$ cat src/rtl/cla_pkg.sv
// Shared constants and FSM state encoding for the sequential wide adder.
package cla_pkg;

    localparam int unsigned SLICE_W = 16;

    typedef enum logic [1:0] {
        IDLE = 2'd0,
        RUN  = 2'd1,
        DONE = 2'd2
    } state_t;

endpackage

$ cat src/rtl/carry_look_ahead_16bit.sv
// 16-bit carry-lookahead adder: four 4-bit groups with group generate/propagate
// and a lookahead stage resolving the group carries directly from cin.
module carry_look_ahead_16bit (
    input  logic [15:0] a,
    input  logic [15:0] b,
    input  logic        cin,
    output logic [15:0] sum,
    output logic        cout
);

    logic [15:0] p;
    logic [15:0] g;
    logic [3:0]  gp;
    logic [3:0]  gg;
    logic [4:0]  gc;
    logic [15:0] c;

    // Group propagate / generate terms
    always_comb begin
        p = a ^ b;
        g = a & b;
        for (int j = 0; j < 4; j++) begin
            gp[j] = &p[4*j +: 4];
            gg[j] = g[4*j+3]
                  | (p[4*j+3] & g[4*j+2])
                  | (p[4*j+3] & p[4*j+2] & g[4*j+1])
                  | (p[4*j+3] & p[4*j+2] & p[4*j+1] & g[4*j]);
        end
    end

    // Lookahead across groups, all carries expressed in terms of cin
    always_comb begin
        gc[0] = cin;
        gc[1] = gg[0] | (gp[0] & cin);
        gc[2] = gg[1] | (gp[1] & gg[0]) | (gp[1] & gp[0] & cin);
        gc[3] = gg[2] | (gp[2] & gg[1]) | (gp[2] & gp[1] & gg[0])
              | (gp[2] & gp[1] & gp[0] & cin);
        gc[4] = gg[3] | (gp[3] & gg[2]) | (gp[3] & gp[2] & gg[1])
              | (gp[3] & gp[2] & gp[1] & gg[0])
              | (gp[3] & gp[2] & gp[1] & gp[0] & cin);
    end

    always_comb begin
        c = '0;
        for (int j = 0; j < 4; j++) begin
            c[4*j]   = gc[j];
            c[4*j+1] = g[4*j]   | (p[4*j]   & gc[j]);
            c[4*j+2] = g[4*j+1] | (p[4*j+1] & g[4*j])   | (p[4*j+1] & p[4*j]   & gc[j]);
            c[4*j+3] = g[4*j+2] | (p[4*j+2] & g[4*j+1]) | (p[4*j+2] & p[4*j+1] & g[4*j])
                     | (p[4*j+2] & p[4*j+1] & p[4*j] & gc[j]);
        end
        sum  = p ^ c;
        cout = gc[4];
    end

endmodule

$ cat src/rtl/cla_wide_add_seq.sv
// Sequential wide add/subtract: one shared 16-bit CLA processes one slice per
// cycle, carry rippling through a register between slices.
module cla_wide_add_seq
    import cla_pkg::*;
#(
    parameter int unsigned WORDS = 4
) (
    input  logic                        clk,
    input  logic                        rst,
    input  logic                        in_valid,
    output logic                        in_ready,
    input  logic [SLICE_W*WORDS-1:0]    a,
    input  logic [SLICE_W*WORDS-1:0]    b,
    input  logic                        cin,
    input  logic                        sub,
    output logic                        out_valid,
    input  logic                        out_ready,
    output logic [SLICE_W*WORDS-1:0]    sum,
    output logic                        cout,
    output logic                        busy
);

    localparam int unsigned KW = (WORDS > 1) ? $clog2(WORDS) : 1;

    state_t state_q;
    state_t state_d;

    logic [WORDS-1:0][SLICE_W-1:0] a_q;
    logic [WORDS-1:0][SLICE_W-1:0] b_q;
    logic [WORDS-1:0][SLICE_W-1:0] sum_q;
    logic [KW-1:0]                 k_q;
    logic                          carry_q;
    logic                          in_ready_q;
    logic                          out_valid_q;
    logic                          busy_q;

    logic                          last_c;
    logic [SLICE_W-1:0]            cla_sum;
    logic                          cla_cout;

    assign last_c = (k_q == KW'(WORDS - 1));

    carry_look_ahead_16bit u_cla (
        .a    (a_q[k_q]),
        .b    (b_q[k_q]),
        .cin  (carry_q),
        .sum  (cla_sum),
        .cout (cla_cout)
    );

    always_ff @(posedge clk or posedge rst) begin
        if (rst) begin
            state_q <= IDLE;
        end else begin
            state_q <= state_d;
        end
    end

    always_comb begin
        state_d = state_q;
        case (state_q)
            IDLE:    if (in_valid)  state_d = RUN;
            RUN:     if (last_c)    state_d = DONE;
            DONE:    if (out_ready) state_d = IDLE;
            default: state_d = IDLE;
        endcase
    end

    // Handshake flags registered from the next state so they line up with state_q
    always_ff @(posedge clk or posedge rst) begin
        if (rst) begin
            in_ready_q  <= 1'b1;
            out_valid_q <= 1'b0;
            busy_q      <= 1'b0;
        end else begin
            in_ready_q  <= (state_d == IDLE);
            out_valid_q <= (state_d == DONE);
            busy_q      <= (state_d != IDLE);
        end
    end

    // Operand capture and slice-serial accumulation
    always_ff @(posedge clk or posedge rst) begin
        if (rst) begin
            a_q     <= '0;
            b_q     <= '0;
            sum_q   <= '0;
            k_q     <= '0;
            carry_q <= 1'b0;
        end else begin
            case (state_q)
                IDLE: begin
                    if (in_valid) begin
                        a_q     <= a;
                        b_q     <= sub ? ~b : b;
                        carry_q <= sub | cin;
                        k_q     <= '0;
                    end
                end
                RUN: begin
                    sum_q[k_q] <= cla_sum;
                    carry_q    <= cla_cout;
                    if (!last_c) begin
                        k_q <= k_q + KW'(1);
                    end
                end
                default: ;
            endcase
        end
    end

    assign in_ready  = in_ready_q;
    assign out_valid = out_valid_q;
    assign busy      = busy_q;
    assign sum       = sum_q;
    assign cout      = carry_q;

endmodule

$ cat config.mk
export PLATFORM = sky130hd
export DESIGN_NAME = cla_wide_add_seq
export DESIGN_NICKNAME = d
export VERILOG_FILES = /design/src/rtl/cla_pkg.sv /design/src/rtl/carry_look_ahead_16bit.sv /design/src/rtl/cla_wide_add_seq.sv
export SDC_FILE = /design/constraint.sdc
export NUM_CORES = 1
export LEC_CHECK = 0
export BUFFER_PORTS_ARGS = -buffer_cell sky130_fd_sc_hd__buf_2
export CAP_MARGIN = 5
export CORE_UTILIZATION = 60
export DETAILED_ROUTE_END_ITERATION = 16
export PLACE_DENSITY = 0.86
export SYNTH_ARGS = -nofsm -noshare
export SYNTH_HDL_FRONTEND = slang
export SYNTH_HIERARCHICAL = 1
export SYNTH_SLANG_ARGS = --single-unit
$ cat constraint.sdc
create_clock -name clk -period 19.5 [get_ports clk]
set_input_delay 3.9 -clock clk [delete_from_list [all_inputs] [get_ports clk]]
set_output_delay 3.9 -clock clk [all_outputs]
set_load 0.005 [all_outputs]
==> results of run 1 <==
-- area by class of cell --
cell class                      count  area share, %
Clock inverter                     11          1.884
Multi-Input combinational cell    477          38.85
Sequential cell                   200          43.32
Inverter                           12         0.4546
Clock buffer                       20          3.951
Tap cell                          216          2.338
Antenna cell                        4        0.08660
Timing Repair Buffer              207          9.115
-- per-stage QoR --
step           cells  cell area, µm²  util (%)  power [mW]  hold WS (ns)
6_report        1147           11560     72.50       2.582        0.4849
5_1_grt         1147           11560     72.50       2.774        0.5151
4_1_cts         1143           11550     72.44       2.591        0.4867
3_5_place_dp    1112           10870     68.21       2.183        0.4714
3_3_place_gp    1112           10870     68.21       2.112        0.4631
2_1_floorplan    731            9849         -       1.821        0.4526
-- synth_stat cells (3+ instances only) --
cell        n  area [µm²]
fa_1        4       80.08
nand2b_1    7       43.79
inv_1      12       45.04
nor2_1     78       292.8
xnor2_1    66       578.1
buf_4       4       30.03
a211oi_1    3       22.52
xor2_1      6       52.55
mux4_2     32       720.7
nand2_1     4       15.01
mux2_4     40       600.6
a31oi_1     3       18.77
buf_2      22       110.1
a22o_1      3       26.28
a21oi_1    70       350.3
nand2_8     4       80.08
nand3_1     4       20.02
clkbuf_1    3       11.26
o21ai_1     3       15.01
nor3_1      4       20.02
dfrtp_1   199        4980
buf_8       4       60.06
o21ai_0     4       20.02
mux2_1      6       67.56
mux2_2     83       934.7
a22oi_1     4       30.03
nor2b_1     3       18.77
buf_6       7       78.83
ha_1       21       262.8
-- state kept, by name, indices dropped and copies added (netlist names) --
register	count
a_q	64
b_q	64
sum	64
k_q	2
state_q	2
busy	1
cout	1
in_ready	1
out_valid	1
-- layer usage --
metal | track usage [%] | vias up | wire (µm)
met4 | 10.67 | 0 | 466
met2 | 41.36 | 206 | 10110
met1 | 36.00 | 3148 | 9181
met5 | 0 | - | 0
met3 | 5.125 | 29 | 1177
li1 | - | 2942 | -
-- power by group through the flow --
stage | clock [mW] | combinational (mW) | sequential, mW
global placement | 0 | 1.35 | 0.761
global route | 0.420 | 1.56 | 0.794
finish | 0.398 | 1.42 | 0.767
CTS | 0.401 | 1.42 | 0.768
floorplan | 0 | 1.09 | 0.729
detailed placement | 0 | 1.41 | 0.773
-- worst reg2reg max path, delay by kind of cell, from the launching register on --
| kind | cells | cell delay [ns] |
|---|---|---|
| compound gates | 4 | 0.91 |
| mux | 2 | 0.87 |
| flops | 1 | 0.75 |
| buf+inv | 1 | 0.48 |
| xor+xnor | 1 | 0.19 |
| fa+ha+maj | 2 | 0.68 |
| simple gates | 1 | 0.24 |
-- how the worst max path moves through the flow --
stage | cells after the start | startpoint | to | slack [ns]
finish | 5 | in_valid | a_q[16]$_DFFE_PP0P_ | 13.83
global route | 5 | in_valid | a_q[47]$_DFFE_PP0P_ | 13.69
CTS | 5 | in_valid | a_q[19]$_DFFE_PP0P_ | 13.87
detailed placement | 5 | in_valid | a_q[19]$_DFFE_PP0P_ | 13.42
global placement | 5 | in_valid | a_q[34]$_DFFE_PP0P_ | 13.45
floorplan | 1 | rst | a_q[0]$_DFFE_PP0P_ | 10.15
-- kinds of logic after synthesis --
kind of cell / synth area share (%)
buffers and inverters: 3.646
AND/OR/NAND/NOR: 5.983
multiplexers: 23.59
AO/OA/AOI/OAI: 6.072
XOR/XNOR: 6.402
adder cells (fa/ha/maj): 3.481
flip-flops: 50.83
==> flow_metrics.env, run 1 <==
export IMPL_place_gp_congestion=0.8057
export IMPL_core_area_mm2=0.01594
export IMPL_layout_commonest_cell="buf_2"
export IMPL_ios=202
export IMPL_die_area_mm2=0.01693
export IMPL_synth_enable_flop_cells=0
export IMPL_post_place_ws_ns=13.42
export IMPL_fin_worst_skew_ns=0.009051
export IMPL_required_ns=19.81
export IMPL_drc=0
export IMPL_min_delay_start="a_q[49]$_DFFE_PP0P_"
export IMPL_synthCells=731
export IMPL_clk_pin_slew_ns=0.07
export IMPL_cp_common_cell="buf_4"
export IMPL_first_pass_iters=5
export IMPL_ys_ff_latch=200
export IMPL_cp_data_arrival_time_ns=5.98
export IMPL_clock_power_share_pct=15.4
export IMPL_switching_power_mw=1.007
export IMPL_min_period_ns=5.670
export IMPL_n_fill_cell=1071
export IMPL_ys_async_sr_fraction_pct=100.0
export IMPL_fin_tns_setup_ns=0
export IMPL_syn_nets=890
export IMPL_path_delay_family="buffers and inverters"
export IMPL_switching_share_pct=39.00
export IMPL_seqCellArea_mm2=0.005007
export IMPL_portBuffers=201
export IMPL_start_kind="input port"
export IMPL_clock_sinks=200
export IMPL_via_per_inst=5.514
export IMPL_grt_overflow_total=0
export IMPL_avgRoutedWirePerCell_um=18.25
export IMPL_start_util_pct=61.78
export IMPL_finalCritPeriodShare_pct=29.08
export IMPL_yosysWarnings=6
export IMPL_cts_hold_buf=0
export IMPL_grt_pass1_wl_um=33010
export IMPL_critical_path_max_fanout=85
export IMPL_finalWirelength_um=20930
export IMPL_cts_resized=0
export IMPL_min_to="a_q[49]$_DFFE_PP0P_"
export IMPL_antenna_found_initial=4
export IMPL_r2r_start="k_q[0]$_DFFE_PP0P_"
export IMPL_ys_seq_area_share_pct=50.83
export IMPL_power_frac_comb_pct=54.9
export IMPL_grt_pass1_vias=6353
export IMPL_drive_gt1_share_pct=43.91
export IMPL_endpoint_kind="register"
export IMPL_drv_cap=0
export IMPL_pwr_share_seq_pct=29.7
export IMPL_rrSetupSlack_ns=15.27
export IMPL_syn_avg_cell_area_um2=13.47
export IMPL_outcome="finished clean"
export IMPL_cts_root_buffer="clkbuf_16"
export IMPL_powerDensity_mw_per_mm2=223.4
export IMPL_synthDistinctLibCells=53
export IMPL_leakage_nw=5.187
export IMPL_ir_worst_vdd_mv=0.1081
export IMPL_cts_tree="yes"
export IMPL_reg2regPathDepth=11
export IMPL_worstReg2RegEnd="sum[13]$_DFFE_PP0P_"
export IMPL_cts_setup_buffers=0
export IMPL_vias=6325
export IMPL_rows=46
export IMPL_relSlewSlack_pct=32.91
export IMPL_multi_input_comb_area_mm2=0.004491
export IMPL_nets=1074
export IMPL_final_cell_mix="200 x buf_2, 198 x dfrtp_1, 83 x mux2_2"
export IMPL_die_x_um=130.1
export IMPL_synth_flop_cell="dfrtp_1"
export IMPL_cts_made_buffers=17
export IMPL_grt_max_degree=128
export IMPL_fin_ws_ns=13.83
export IMPL_crit_chain="buf_2 -> nor3b_4 -> buf_4 -> buf_4 -> mux2_2"
export IMPL_clk_latency_ns=0.43
export IMPL_hold_viol=0
export IMPL_track_usage_pct=26.25
export IMPL_first_iter_violations=408
export IMPL_syn_to_final_growth_pct=17.35
export IMPL_clock_path_buffers=2
export IMPL_hold_path_class="register to register"
export IMPL_post_dp_hpwl_um=14950
export IMPL_dieHeight_um=130.1
export IMPL_report_final_setup_viol=0
export IMPL_clock_fmax_ghz=0.1764
export IMPL_intPower_mw=1.575
export IMPL_cpMaxStageDelayCell="buf_4"
export IMPL_worstMarginPinSlew_ns=1.006
export IMPL_worst_path_buf_inv=3
export IMPL_finalMaxSlewViolations=0
export IMPL_synth_area_mm2=0.009849
export IMPL_htree_levels=4
export IMPL_rsz0062_at_grt="no"
export IMPL_cp_slowest_stage_delay_ns=0.77
export IMPL_postRouteAntennaNets=0
export IMPL_critPathKind="input port to register"
export IMPL_min_path_cells=1
Note: power is estimated with default switching activity, not from simulation.
==> inputs of run 2 (changes only) <==
--- a/config.mk
+++ b/config.mk
@@ -7,9 +7,9 @@
 export LEC_CHECK = 0
 export BUFFER_PORTS_ARGS = -buffer_cell sky130_fd_sc_hd__buf_2
 export CAP_MARGIN = 5
-export CORE_UTILIZATION = 60
+export CORE_UTILIZATION = 55
 export DETAILED_ROUTE_END_ITERATION = 16
-export PLACE_DENSITY = 0.86
+export PLACE_DENSITY = 0.8
 export SYNTH_ARGS = -nofsm -noshare
 export SYNTH_HDL_FRONTEND = slang
 export SYNTH_HIERARCHICAL = 1
==> constraint.sdc (replaced) <==
create_clock -name clk -period 5.5 [get_ports clk]
set_input_delay 1.1 -clock clk [delete_from_list [all_inputs] [get_ports clk]]
set_output_delay 1.1 -clock clk [all_outputs]
set_load 0.005 [all_outputs]
==> run 2 against run 1 <==
Against the previous run:
- sequential share of layout area grew 0.14 points
- register-to-register slack worse by 14 ns
- global-route usage decreased by 1.1 points
- total power rose to 3.5 times the previous value
- cell count grew 0.96%
- highest routed layer is now met5
- critical path depth is 5 higher
- sequential power increased to 3.6 times the previous value
- via count up 0.92%
- largest power group unchanged
- sequential cell count unchanged
==> flow_metrics.env, run 2 (synthesis gave the netlist of run 1 again) <==
export IMPL_finalCritPeriodShare_pct=72.51
export IMPL_grt_pass1_wl_um=34760
export IMPL_vias=6383
export IMPL_drive_gt1_share_pct=44.19
export IMPL_r2r_start="k_q[0]$_DFFE_PP0P_"
export IMPL_required_ns=5.82
export IMPL_cts_setup_buffers=0
export IMPL_nets=1076
export IMPL_clock_sinks=200
export IMPL_cpMaxStageDelayCell="dfrtp_2"
export IMPL_antenna_found_initial=4
export IMPL_post_dp_hpwl_um=15520
export IMPL_powerDensity_mw_per_mm2=789.9
export IMPL_core_area_mm2=0.01742
export IMPL_finalPower_mw=9.101
export IMPL_path_delay_family="flip-flops"
export IMPL_endpoint_kind="register"
export IMPL_postRouteAntennaNets=0
export IMPL_clk_pin_slew_ns=0.07
export IMPL_cts_hold_buf=0
export IMPL_place_gp_congestion=0.8761
export IMPL_fin_tns_setup_ns=0
export IMPL_worst_path_buf_inv=0
export IMPL_rows=48
export IMPL_via_per_inst=5.512
export IMPL_cts_root_buffer="clkbuf_16"
export IMPL_post_place_ws_ns=1.458
export IMPL_syn_to_final_growth_pct=16.97
export IMPL_final_cell_mix="200 x buf_2, 198 x dfrtp_1, 83 x mux2_2"
export IMPL_drv_cap=0
export IMPL_die_x_um=135.8
export IMPL_min_period_ns=3.988
export IMPL_cts_made_buffers=17
export IMPL_portBuffers=201
export IMPL_grt_overflow_total=0
export IMPL_clock_path_buffers=2
export IMPL_ir_worst_vdd_mv=0.4157
export IMPL_setup_worst_path_start="k_q[0]$_DFFE_PP0P_"
export IMPL_start_kind="register"
export IMPL_finalMaxSlewViolations=0
export IMPL_worstMarginPinSlew_ns=1.181
export IMPL_crit_chain="mux4_2 -> ha_1 -> a21oi_2 -> o21ai_2 -> a22oi_1 -> o22ai_1 -> or2_1 -> fa_1 -> xor2_1 -> mux2_2"
export IMPL_critical_path_max_fanout=26
export IMPL_critPathKind="register to register"
export IMPL_hold_viol=0
export IMPL_report_final_setup_viol=0
export IMPL_first_iter_violations=422
export IMPL_first_pass_iters=5
export IMPL_grt_max_degree=201
export IMPL_ios=202
export IMPL_leakage_nw=5.163
export IMPL_cp_data_arrival_time_ns=4.31
export IMPL_cts_resized=0
export IMPL_relSlewSlack_pct=21.19
export IMPL_place_area_mm2=0.01092
export IMPL_avgRoutedWirePerCell_um=18.63
export IMPL_rsz0062_at_grt="no"
export IMPL_final_util_pct=66.15
export IMPL_grt_pass1_vias=6545
export IMPL_clock_fmax_ghz=0.2507
export IMPL_fin_ws_ns=1.512
export IMPL_htree_levels=4
export IMPL_fin_worst_skew_ns=0.009263
export IMPL_outcome="finished clean"
export IMPL_clk_latency_ns=0.44
export IMPL_track_usage_pct=25.18
export IMPL_hold_path_class="register to register"
export IMPL_n_fill_cell=1281
export IMPL_finalWirelength_um=21580
export IMPL_cts_tree="yes"
export IMPL_drc=0
export IMPL_dieHeight_um=135.8
export IMPL_start_util_pct=56.55
export IMPL_die_area_mm2=0.01845
export IMPL_min_delay_start="a_q[51]$_DFFE_PP0P_"
export IMPL_stdcell_area_mm2=0.01152
export IMPL_layout_commonest_cell="buf_2"
export IMPL_cp_slowest_stage_delay_ns=0.97
[run 2: cell count changes in the layout (fill, tap and decap cells not counted), moves of 2 or more]
cell       previous run  this run
clkbuf_8              2         0
inv_6                 1         4
clkinv_4              1         4
bufinv_16             6         2
buf_12                0         2
[run 2: metal layers]
metal / up-vias / track usage (%) / share of wire (%)
met2: 227 / 39.09 / 46
met1: 3157 / 34.35 / 45
met4: 2 / 11.11 / 2.9
met3: 43 / 5.183 / 5.8
met5: - / 0 / 0.060
li1: 2954 / - / -
[run 2: final timing paths]
| kind | endpoint | slack [ns] | depth (start not counted) |
|---|---|---|---|
| worst max-delay path | sum[61]$_DFFE_PP0P_ | 1.51 | 10 |
| worst min-delay path | a_q[51]$_DFFE_PP0P_ | 0.49 | 1 |
| worst max register to register | sum[61]$_DFFE_PP0P_ | 1.51 | 10 |
| worst min register to register | a_q[51]$_DFFE_PP0P_ | 0.49 | 1 |
| max in group asynchronous | k_q[0]$_DFFE_PP0P_ | 3.68 | 3 |
| min in group asynchronous | sum[52]$_DFFE_PP0P_ | 0.94 | 3 |
[run 2: worst register-to-register path: cells and delay by family, from the launching register on]
family | cells | cell delay (ns)
flip-flops | 1 | 0.97
multiplexers | 2 | 0.89
AO/OA/AOI/OAI | 4 | 0.84
adder cells (fa/ha/maj) | 2 | 0.74
AND/OR/NAND/NOR | 1 | 0.25
XOR/XNOR | 1 | 0.19
[run 2: power by group]
part | leakage, nW | internal [mW] | total, mW | switching [mW]
Sequential | 2.30 | 2.25 | 2.73 | 0.482
Combinational | 2.58 | 2.48 | 5.11 | 2.63
Clock | 0.287 | 0.680 | 1.26 | 0.578
[run 2: final cells by class]
class / instances / area (µm²) / share of cell area (%)
Multi-Input combinational cell: 477 / 4491 / 38.98
Antenna cell: 3 / 7.507 / 0.06516
Clock buffer: 17 / 425.4 / 3.692
Tap cell: 225 / 281.5 / 2.444
Sequential cell: 200 / 5007 / 43.46
Inverter: 12 / 48.80 / 0.4235
Timing Repair Buffer: 209 / 1094 / 9.492
Clock inverter: 15 / 166.4 / 1.444
[run 2: through the flow]
stage / hold WS [ns] / cells
2_1_floorplan: 0.4526 / 731
3_3_place_gp: 0.4681 / 1123
3_5_place_dp: 0.4754 / 1123
4_1_cts: 0.4921 / 1155
5_1_grt: 0.5095 / 1158
6_report: 0.4885 / 1158
==> inputs of run 3 (changes only) <==
--- a/config.mk
+++ b/config.mk
@@ -5,11 +5,12 @@
 export SDC_FILE = /design/constraint.sdc
 export NUM_CORES = 1
 export LEC_CHECK = 0
+export ABC_AREA = 1
 export BUFFER_PORTS_ARGS = -buffer_cell sky130_fd_sc_hd__buf_2
 export CAP_MARGIN = 5
-export CORE_UTILIZATION = 55
+export CORE_UTILIZATION = 56
 export DETAILED_ROUTE_END_ITERATION = 16
-export PLACE_DENSITY = 0.8
+export PLACE_DENSITY = 0.81
 export SYNTH_ARGS = -nofsm -noshare
 export SYNTH_HDL_FRONTEND = slang
 export SYNTH_HIERARCHICAL = 1
==> constraint.sdc (replaced) <==
create_clock -name clk -period 3.9 [get_ports clk]
set_input_delay 0.78 -clock clk [delete_from_list [all_inputs] [get_ports clk]]
set_output_delay 0.78 -clock clk [all_outputs]
set_load 0.005 [all_outputs]
==> run 3 against run 2 <==
Against the previous run:
- die area is 0.31% lower
- cell area increased by 1.6%
- sequential power increased by 33%
- clock skew grew 0.0025 ns
- sequential share of layout area is 0.67 points lower
- sequential cell count stayed put
- worst hold slack got worse by 0.083 ns
- routed wire length is 16% higher
- register-to-register slack got worse by 0.87 ns
- fmax rose by 22%
- critical path type unchanged
- critical endpoint is now sum[45]$_DFFE_PP0P_
- highest routed layer is now met4
==> flow_metrics.env, run 3 <==
export IMPL_place_area_mm2=0.01109
export IMPL_synthMostInstantiatedCell="nand2_1"
export IMPL_critPathKind="register to register"
export IMPL_stdcell_area_mm2=0.01170
export IMPL_place_inst=1594
export IMPL_htree_levels=4
export IMPL_cts_tree="yes"
export IMPL_ys_ff_latch=200
export IMPL_drc=0
export IMPL_syn_to_final_growth_pct=17.05
export IMPL_required_ns=4.24
export IMPL_postRouteAntennaNets=0
export IMPL_nets=1547
export IMPL_cp_data_arrival_time_ns=3.60
export IMPL_finalCritPeriodShare_pct=83.54
export IMPL_track_usage_pct=28.70
export IMPL_clk_latency_ns=0.45
export IMPL_rows=48
export IMPL_place_gp_congestion=0.9324
export IMPL_whs_ns=0.4053
export IMPL_grt_max_degree=90
export IMPL_drive_gt1_share_pct=18.84
export IMPL_layout_commonest_cell="nand2_1"
export IMPL_synth_area_leaders="dfrtp_1 50%, nand2_1 20%, xor2_1 6.0%"
export IMPL_via_per_inst=5.189
export IMPL_finalWirelength_um=24990
export IMPL_fin_tns_setup_ns=0
export IMPL_synth_top_area_share_pct=49.81
export IMPL_post_dp_hpwl_um=18040
export IMPL_antenna_cells=0
export IMPL_ys_async_sr_fraction_pct=100.0
export IMPL_grt_pass1_vias=8124
export IMPL_yosysWarnings=6
export IMPL_endpoint_kind="register"
export IMPL_hold_path_class="input port to asynchronous set/reset pin"
export IMPL_cts_made_buffers=17
export IMPL_synthCells=1225
export IMPL_hold_viol=0
export IMPL_grt_pass1_wl_um=40410
export IMPL_fin_ws_ns=0.6420
export IMPL_cts_hold_buf=0
export IMPL_start_util_pct=57.60
export IMPL_syn_avg_cell_area_um2=8.161
export IMPL_ir_worst_vdd_mv=0.6153
export IMPL_relSlewSlack_pct=30.18
export IMPL_clock_sinks=200
export IMPL_outcome="finished clean"
export IMPL_portBuffers=201
export IMPL_clock_fmax_ghz=0.3069
export IMPL_grt_overflow_total=0
export IMPL_min_period_ns=3.258
export IMPL_yosysTopAreaCell="dfrtp_1"
export IMPL_synthDistinctLibCells=33
export IMPL_core_area_mm2=0.01736
export IMPL_final_cell_mix="521 x nand2_1, 200 x buf_2, 198 x dfrtp_1"
export IMPL_worstMarginPinSlew_ns=1.045
export IMPL_first_pass_iters=5
export IMPL_synthTopCellsByCount="521 x nand2_1, 199 x dfrtp_1, 99 x o21ai_0, 89 x inv_1, 69 x xor2_1"
export IMPL_drv_cap=0
export IMPL_critical_path_max_fanout=46
export IMPL_powerDensity_mw_per_mm2=999.0
export IMPL_syn_nets=1384
export IMPL_stdcell_count=1626
export IMPL_clock_path_buffers=2
export IMPL_synth_enable_flop_cells=0
export IMPL_antenna_found_initial=0
export IMPL_leakage_nw=6.439
export IMPL_synth_area_mm2=0.009997
export IMPL_rsz0062_at_grt="no"
export IMPL_finalMaxSlewViolations=0
export IMPL_first_iter_violations=726
export IMPL_start_kind="register"
export IMPL_die_area_mm2=0.01839
export IMPL_clk_pin_slew_ns=0.07
export IMPL_die_x_um=135.6
export IMPL_ios=202
export IMPL_vias=8437
export IMPL_synth_flop_cell="dfrtp_1"
export IMPL_post_place_ws_ns=0.7461
export IMPL_avgRoutedWirePerCell_um=15.37
export IMPL_fin_worst_skew_ns=0.01175
export IMPL_report_final_setup_viol=0
export IMPL_cts_root_buffer="clkbuf_16"
export IMPL_ys_seq_area_share_pct=50.08
export IMPL_dieHeight_um=135.6
export IMPL_cts_setup_buffers=0
export IMPL_cts_resized=0
run 3: changes by cell type in the layout (fill, tap and decap cells not counted), moves of 45 or more:
cell	change
nand2_1	+517
o21ai_0	+95
mux2_2	-83
inv_1	+76
a21oi_1	-64
xnor2_1	-64
xor2_1	+63
o211ai_1	+45
run 3: cell families (layout without fill, tap and decap cells):
family          count (synthesis)  count (layout)  share of synthesized area [%]
fa+ha+maj                      25              25                          3.429
simple gates                  597             597                          23.25
flops                         200             200                          50.08
xor+xnor                       71              71                          6.220
compound gates                172             172                          9.963
buf+inv                       160             336                          7.059
run 3: area by class of cell:
| type | instances | area, µm² |
|---|---|---|
| tap | 225 | 281.5 |
| inverter | 91 | 345.3 |
| timing repair buffer | 213 | 1161 |
| clock inverter | 15 | 182.7 |
| sequential | 200 | 5007 |
| multi-input combinational | 865 | 4298 |
| clock buffer | 17 | 425.4 |
| fill | 1395 | 5655 |
run 3: critical path: stages, from the launching register on:
cell and delay, ns:
dfrtp_1 0.39, inv_2 0.60, o211ai_1 0.32, nand2_1 0.15
ha_1 0.27, nand2_1 0.14, inv_1 0.05, nand2_1 0.06
nand2_1 0.07, a21oi_1 0.15, nand2_2 0.10, fa_1 0.39
xor2_1 0.16, inv_1 0.09, o21ai_0 0.18
run 3: report_power, final:
group	switching [mW]	internal, mW
Combinational	4.10	2.13
Clock	0.864	0.975
Sequential	0.539	3.08
run 3: per-layer routing:
metal	wire length [µm]	vias to the layer above	share of wire [%]	global-route usage, %
li1	-	4157	-	-
met1	11060	3878	44	39.41
met2	11450	337	46	44.78
met3	1561	65	6.2	4.714
met4	914	0	3.7	12.92
met5	0	-	0	0
run 3: final timing paths:
path                                          start                  end  slack [ns]  depth (start not counted)
worst max-delay path             k_q[1]$_DFFE_PP0P_  sum[45]$_DFFE_PP0P_        0.64                         14
worst min-delay path                            rst  a_q[52]$_DFFE_PP0P_        0.41                          2
worst max register to register   k_q[1]$_DFFE_PP0P_  sum[45]$_DFFE_PP0P_        0.64                         14
worst min register to register  b_q[48]$_DFFE_PP0P_  b_q[48]$_DFFE_PP0P_        0.47                          2
max in group asynchronous                       rst   in_ready$_DFF_PP1_        2.62                          3
min in group clk                b_q[48]$_DFFE_PP0P_  b_q[48]$_DFFE_PP0P_        0.47                          2
run 3: through the flow:
stage / util [%] / total power [mW]
6_report: 67.42 / 11.69
3_5_place_dp: 63.91 / 9.812
3_3_place_gp: 63.91 / 9.616
4_1_cts: 67.42 / 11.69
5_1_grt: 67.42 / 12.69
2_1_floorplan: - / 7.911
